## config.mk

```make
export PLATFORM = sky130hd
export DESIGN_NAME = ifu_axi_fetch
export DESIGN_NICKNAME = d
export VERILOG_FILES = /design/src/rtl/ifu_axi_fetch.sv
export SDC_FILE = /design/constraint.sdc
export NUM_CORES = 1
export LEC_CHECK = 0
export ABC_CLOCK_PERIOD_IN_PS = 24200
export BUFFER_PORTS_ARGS = -buffer_cell sky130_fd_sc_hd__buf_2
export CORE_AREA = 2 2 240 242
export CTS_BUF_LIST = sky130_fd_sc_hd__clkbuf_2 sky130_fd_sc_hd__clkbuf_4 sky130_fd_sc_hd__clkbuf_8
export CTS_CLUSTER_DIAMETER = 100
export DETAILED_ROUTE_END_ITERATION = 12
export DIE_AREA = 0 0 242 244
export SYNTH_ARGS = -nofsm -noshare
export SYNTH_HDL_FRONTEND = slang
export SYNTH_SLANG_ARGS = --single-unit
```

## constraint.sdc

```tcl
create_clock -name clk -period 24.2 [get_ports clk]
set_input_delay 1.21 -clock clk [delete_from_list [all_inputs] [get_ports clk]]
set_output_delay 1.21 -clock clk [all_outputs]
set_load 0.01 [all_outputs]
```

## src/rtl/ifu_axi_fetch.sv

```systemverilog
// Instruction fetch unit: single-outstanding AXI-lite reads into a DEPTH-entry
// {pc, inst, err} FIFO toward IDU, with jump/interrupt redirect and flush.
module ifu_axi_fetch #(
   parameter int              PC_W     = 64,
   parameter int              ADDR_W   = 32,
   parameter int              DATA_W   = 64,
   parameter int              DEPTH    = 4,
   parameter logic [PC_W-1:0] RESET_PC = 'h8000_0000
) (
   input  logic              clk,
   input  logic              rst,
   input  logic              intr_valid,
   input  logic [PC_W-1:0]   intr_pc,
   input  logic              jump_valid,
   input  logic [PC_W-1:0]   jump_pc,
   output logic              arvalid,
   output logic [ADDR_W-1:0] araddr,
   input  logic              arready,
   input  logic              rvalid,
   input  logic [DATA_W-1:0] rdata,
   input  logic [1:0]        rresp,
   output logic              rready,
   output logic              inst_valid,
   input  logic              inst_ready,
   output logic [31:0]       inst_o,
   output logic [PC_W-1:0]   pc_o,
   output logic              err_o
);
   localparam int WORDS = DATA_W / 32;
   localparam int PTR_W = $clog2(DEPTH);
   localparam int CNT_W = PTR_W + 1;
   localparam logic [CNT_W-1:0] FULL = CNT_W'(DEPTH);

   typedef enum logic [1:0] {IDLE, ADDR, DATA} state_t;

   state_t            state, state_nxt;
   logic [PC_W-1:0]   fetch_pc, fetch_pc_nxt;
   logic              drop, drop_nxt;
   logic [CNT_W-1:0]  count, count_after;
   logic [PTR_W-1:0]  wr_ptr, rd_ptr;
   logic [PC_W-1:0]   fifo_pc   [DEPTH];
   logic [31:0]       fifo_inst [DEPTH];
   logic              fifo_err  [DEPTH];
   logic              redirect;
   logic [PC_W-1:0]   redirect_pc;
   logic              r_hs, push, pop;
   logic [31:0]       word;

   generate
      if (WORDS == 1) begin : g_one_word
         assign word = rdata[31:0];
      end else begin : g_word_sel
         logic [$clog2(WORDS)-1:0] idx;
         assign idx  = fetch_pc[$clog2(WORDS)+1:2];
         assign word = rdata[32*idx +: 32];
      end
   endgenerate

   assign redirect    = intr_valid | jump_valid;
   assign redirect_pc = intr_valid ? intr_pc : jump_pc;
   assign r_hs        = (state == DATA) & rvalid;
   // A redirect discards the beat in flight and blocks the same-cycle pop
   assign push        = r_hs & ~drop & ~redirect;
   assign pop         = inst_valid & inst_ready & ~redirect;

   assign arvalid    = (state == ADDR);
   assign rready     = (state == DATA);
   assign inst_valid = (count != '0);
   assign inst_o     = fifo_inst[rd_ptr];
   assign pc_o       = fifo_pc[rd_ptr];
   assign err_o      = fifo_err[rd_ptr];

   always_comb begin
      state_nxt    = state;
      fetch_pc_nxt = fetch_pc;
      drop_nxt     = drop;
      count_after  = redirect ? '0 : count + CNT_W'(push) - CNT_W'(pop);
      case (state)
         IDLE:    if (!redirect && count < FULL) state_nxt = ADDR;
         ADDR:    if (arready) state_nxt = DATA;
         DATA:    if (rvalid) state_nxt = (count_after < FULL) ? ADDR : IDLE;
         default: state_nxt = IDLE;
      endcase
      if (push) fetch_pc_nxt = fetch_pc + PC_W'(4);
      if (redirect) begin
         fetch_pc_nxt = redirect_pc;
         if (state != IDLE) drop_nxt = 1'b1;
      end
      // The outstanding read finishing always clears drop, even on a new redirect
      if (r_hs) drop_nxt = 1'b0;
   end

   always_ff @(posedge clk) begin
      if (rst) begin
         state    <= IDLE;
         fetch_pc <= RESET_PC;
         drop     <= 1'b0;
         count    <= '0;
         wr_ptr   <= '0;
         rd_ptr   <= '0;
         araddr   <= RESET_PC[ADDR_W-1:0];
         for (int i = 0; i < DEPTH; i++) begin
            fifo_pc[i]   <= '0;
            fifo_inst[i] <= '0;
            fifo_err[i]  <= 1'b0;
         end
      end else begin
         state    <= state_nxt;
         fetch_pc <= fetch_pc_nxt;
         drop     <= drop_nxt;
         count    <= count_after;
         if (state_nxt == ADDR && state != ADDR) araddr <= fetch_pc_nxt[ADDR_W-1:0];
         if (redirect) begin
            wr_ptr <= '0;
            rd_ptr <= '0;
         end else begin
            if (push) begin
               fifo_pc[wr_ptr]   <= fetch_pc;
               fifo_inst[wr_ptr] <= word;
               fifo_err[wr_ptr]  <= (rresp != 2'b00);
               wr_ptr            <= wr_ptr + PTR_W'(1);
            end
            if (pop) rd_ptr <= rd_ptr + PTR_W'(1);
         end
      end
   end
endmodule

```

## Word level (Yosys, flattened, before mapping)

Memory sizes are Yosys's and may differ from the RTL's. A register that Yosys moved wholly into a read port is not among the register bits.
Cells that the tools add are included.

- Output and inout bits: 132
- Word-level logic and storage cells: 75
- Memory bits (writable): 388
- Register bits after elaboration: 106
- Bits of input ports: 201
- Memories: 3

Memory list:

| memory | depth | bits a word | read ports | clocked after memory_dff | write ports | RTL line | text |
|---|---|---|---|---|---|---|---|
| fifo_pc | 4 | 64 | 1 | 1 | 4 | 41 | `logic [PC_W-1:0] fifo_pc [DEPTH];` |
| fifo_inst | 4 | 32 | 1 | 1 | 4 | 42 | `logic [31:0] fifo_inst [DEPTH];` |
| fifo_err | 4 | 1 | 1 | 1 | 4 | 43 | `logic fifo_err [DEPTH];` |

- Reduce and logical (&&, ||, !) cells: 14
- Shifts and indexed selects: 1
- Multiplexer cells: 30
- $lt $le $gt $ge: 2
- Bitwise operators: 8
- Eq/ne operators: 4
- $add $sub $neg: 5

Operator list:

| cell | count |
|---|---|
| two-way mux 64 bit | 4 |
| adder 64 x 3 -> 64 bit, second input constant | 1 |
| OR reduction 64 bit | 1 |
| indexed part select 64 x 7 -> 32 bit | 1 |
| two-way mux 32 bit | 1 |
| OR reduction 32 bit | 1 |
| two-way mux 2 bit | 12 |
| two-way mux 1 bit | 11 |
| < comparator 3 bit, second input constant | 2 |
| one-hot mux 2 bit (3 select lines) | 1 |
| nonzero test 2 bit | 3 |
| bitwise AND 1 bit | 5 |
| adder 2 x 1 -> 2 bit, second input constant | 2 |
| equality test 2 x 1 -> 1 bit, second input constant | 2 |
| OR reduction 2 bit | 2 |
| adder 3 x 1 -> 3 bit | 1 |
| two-way mux 3 bit | 1 |
| nonzero test 3 bit | 1 |
| subtractor 3 x 1 -> 3 bit | 1 |
| equality test 2 bit, second input constant | 1 |
| logical AND 1 bit | 2 |
| zero test 2 bit | 1 |
| inequality test 2 x 1 -> 1 bit, second input constant | 1 |
| NOT 1 bit | 2 |
| other kinds (4) | 4 |

## Depth between registers and ports, before layout

- Depth in word-level cells: 13
- Gate-level depth with buffers: 16
- Mapped depth without buffers: 13

## Worst setup path before layout

Ideal clock, no wire load.

- Path type: input -> register
- Start point: in jump_valid
- End point: mem fifo_err[3], enable pin
- Slack: 14.792 ns
- Data arrival time: 8.722 ns
- Buffers on the path: 1
- Setup time: 0.686 ns
- Required time: 23.514 ns
- Stages: 5
- Cells stage by stage: buf_2 > or2_1 > nor2_2 > nand2_1 > o21ai_0

RTL lines:

| item | RTL line | text |
|---|---|---|
| start: declaration | 14 | `input logic jump_valid,` |
| end: declaration | 43 |  |

==> impl_metrics.py <==
metrics = {
    "power_and_ir_drop": {
        "switchingPower_mw": 0.432,
        "total_power_mw": 1.86,
        "p_leak_nw": 10.3,
        "p_clk_frac": 0.411,
        "pwr_density_cell_mw_per_mm2": 70.5,
        "combPwrFrac": 0.067,
        "p_seq_frac": 0.522,
        "irDropWorstVdd_v": 0.0000370,
        "p_int_mw": 1.43,
        "swShare": 0.232,
    },
    "yosys": {
        "synth_area_leaders": "edfxtp_1 (52%), mux4_2 (9.8%), dfxtp_1 (9.7%), nor2_1 (6.5%), nand2_1 (2.8%)",
        "synth_cell_types": 66,
        "yosysTopAreaCell": "edfxtp_1",
        "synth_cells": 1813,
        "synth_edf_count": 388,
        "netlist_area_mm2": 0.0223,
        "netlist.area_leader.share": 0.523,
        "seq_area_frac_synth": 0.620,
        "synth_flop_cell": "edfxtp_1",
        "syn-num-nets": 2018,
        "avgSynthCellArea_um2": 12.3,
        "synthArstFlopShare": 0,
        "ys_top_cells_by_count": "edfxtp_1 (388), nor2_1 (388), nand2_1 (167)",
        "ys_ff_latch": 496,
        "yosysWarnings": 0,
    },
    "hold_path": {
        "hold_start": "araddr[0]$_SDFFE_PP0P_",
        "hp-class": "reg2reg",
        "hold_depth": 2,
        "min_to": "araddr[0]$_SDFFE_PP0P_",
    },
    "sta": {
        "setup_tns_ps": 0,
        "drv_slew": 0,
        "hold_slack_ps": 496,
        "clock_skew_ps": 35.2,
        "slew_headroom": 0.179,
        "period_share": 0.206,
        "final_hold_viol_count": 0,
        "rsz0062_at_grt": "no",
        "period_needed_ps": 5000,
        "fmax_mhz": 200,
        "setup-violations-final": 0,
        "tightest_slew_ps": 1220,
    },
    "critical_path": {
        "worst-setup-path-type": "reg2out",
        "critical_path.cell_chain": "buf_4 -> buf_4 -> mux4_2 -> buf_2",
        "slowest_stage": "buf_4",
        "crit_path_start_kind": "register",
        "cp-end-kind": "primary output",
        "cpPeakStageDelay_ps": 940,
        "reg2reg_slack_ps": 20240,
        "reg2reg_from": "count[1]$_SDFF_PP0_",
        "timing.rr.end": "araddr[4]$_SDFFE_PP0P_",
        "path_max_fanout": 49,
        "crit_required_ps": 22990,
        "cp_num_buf_inv": 3,
        "cp_data_arrival_time_ps": 3790,
        "critical_path_depth": 4,
        "path_common_cell": "buf_4",
        "ff2ff_path_depth": 13,
        "path_delay_family": "buffers and inverters",
    },
    "placed_design": {
        "gp_congestion": 0.920,
        "placed_area_mm2": 0.0247,
        "portBuffers": 332,
        "dp.final_hpwl_um": 42500,
    },
    "clocking": {
        "post_cts.repair.setup_buffers": 0,
        "ctsResizeCount": 0,
        "path_clk_slew_ps": 60,
        "hold_buffers": 0,
        "h-tree-depth": 3,
        "cts_tree": "yes",
        "clock_latency_ps": 660,
        "clock_path_buffers": 3,
        "clock_sinks": 496,
        "cts_root_buf": "clkbuf_8",
        "cts_made_buffers": 84,
    },
    "detailed_routing": {
        "drc": 0,
        "vias_per_cell": 5.40,
        "drt_iter0_drc": 1452,
        "post_drt_wl_per_cell_um": 22.9,
        "antenna_left": 0,
        "drt_pass1_iterations": 6,
        "drt_wl_total_um": 67600,
        "vias": 15955,
    },
    "cells_and_area": {
        "layout-drive-gt1-share": 0.301,
        "fin_area_mm2": 0.0264,
        "nets": 2341,
        "syn2layout_area_growth_pct": 18.4,
        "fill_cells": 5228,
    },
    "floorplan": {
        "dieWidth_um": 242,
        "dieArea_mm2": 0.0590,
        "start_util": 0.397,
        "placementRows": 87,
        "io_pins": 333,
        "core_mm2": 0.0562,
        "fp.dieH_um": 244,
    },
    "global_routing": {
        "grt_use_total": 0.226,
        "grt.busiest_layer": "met2",
        "grt_util_met1": 0.300,
        "grt_max_degree": 99,
        "grtUsageMet2": 0.365,
        "grt_pass1_vias": 16165,
        "antenna_found_initial": 3,
        "grt_use_met3": 0.0506,
        "grt_pass1_wl_um": 101000,
        "grt-ovfl-total": 0,
    },
    "run": {
        "maxCapViolations": 0,
    },
    "outcome": {
        "status": "completed",
    },
}
==> metal layers <==
| metal | share of wire | wire length (um) | vias up |
|---|---|---|---|
| met2 | 0.47 | 31800 | 720 |
| met3 | 0.082 | 5570 | 149 |
| met1 | 0.41 | 27900 | 7847 |
| li1 | - | - | 7235 |
| met4 | 0.035 | 2390 | 4 |
| met5 | 0.00033 | 22 | - |
==> registers in the layout, summed over array words and instances (netlist names), named ones only <==
signal and cells:
wr_ptr 2, rd_ptr 2, state 2, count 3, fifo_inst 128, fifo_pc 256
drop 1, fetch_pc 64, fifo_err 4, araddr 32
==> cell usage in the layout, fill, tap and decap left out, types with 5 or more instances in the layout <==
| cell type | n |
|---|---|
| clkinv_2 | 7 |
| nor3_1 | 18 |
| nor2_1 | 387 |
| clkbuf_4 | 38 |
| nand2b_1 | 5 |
| o22ai_1 | 20 |
| buf_4 | 27 |
| a22oi_1 | 22 |
| dfxtp_1 | 105 |
| xor2_1 | 11 |
| a222oi_1 | 14 |
| mux2_2 | 32 |
| and3_1 | 16 |
| a211oi_1 | 27 |
| xnor2_1 | 38 |
| a21oi_1 | 32 |
| mux4_2 | 97 |
| a221oi_1 | 6 |
| clkinv_1 | 12 |
| and2_1 | 6 |
| inv_1 | 110 |
| nand3_1 | 28 |
| nand4_1 | 24 |
| o21ai_0 | 16 |
| nand2_1 | 166 |
| nand3b_1 | 6 |
| nor4_1 | 15 |
| clkbuf_8 | 89 |
| mux2i_1 | 10 |
| edfxtp_1 | 388 |
| nor2b_1 | 5 |
| buf_2 | 331 |
==> worst max-delay path by stage <==
| stage | from | endpoint |
|---|---|---|
| final | register | pc_o[24] |
| after global routing | register | pc_o[24] |
| after CTS | register | pc_o[24] |
| after detailed placement | jump_valid | araddr[1]$_SDFFE_PP0P_ |
| after global placement | jump_valid | araddr[1]$_SDFFE_PP0P_ |
| after floorplan | jump_valid | fifo_err[3]$_DFFE_PP_ |
==> metrics by stage <==
| step | util | instances | setup WS [ps] |
|---|---|---|---|
| after floorplan | - | 1813 | 14790 |
| after global placement | 0.440 | 2806 | 18970 |
| after detailed placement | 0.440 | 2806 | 18800 |
| after CTS | 0.470 | 2956 | 18980 |
| after global routing | 0.470 | 2956 | 18840 |
| final | 0.470 | 2957 | 19210 |
==> worst min-delay path, cell delays in order, from the launching register on <==
cell	delay [ps]
dfxtp_1	320
mux2i_1	70
nor2_1	70
==> cell families (layout without fill, tap and decap cells) <==
kind of cell | after synthesis | count (layout) | synth area share
and+or+nand+nor | 713 | 713 | 0.142
DFF | 496 | 496 | 0.620
buffers and inverters | 232 | 619 | 0.0405
AOI/OAI and AO/OA | 180 | 180 | 0.0573
muxes | 139 | 139 | 0.119
xor gates and xnor gates | 49 | 49 | 0.0193
adders and majority gates | 4 | 4 | 0.00258
other | 0 | 1 | 0
==> cell type report <==
type	count	area, um2	share of cell area
multi-input cells	1085	7640	0.290
well taps	756	946	0.0359
flip-flops and latches	496	13800	0.524
diodes	1	2.50	0.0000949
inverters	111	417	0.0158
clock inverters	23	178	0.00674
repair buffers	358	1860	0.0705
clock buffers	127	1510	0.0573
==> power by group through the flow <==
stage / clock [mW] / combinational (mW) / sequential, mW
after CTS: 0.781 / 0.126 / 0.972
after global placement: 0 / 0.124 / 0.987
after global routing: 0.815 / 0.134 / 0.975
after detailed placement: 0 / 0.125 / 0.989
final: 0.764 / 0.124 / 0.972
after floorplan: 0 / 0.0659 / 0.990
Note: power is estimated with default switching activity, not from simulation.
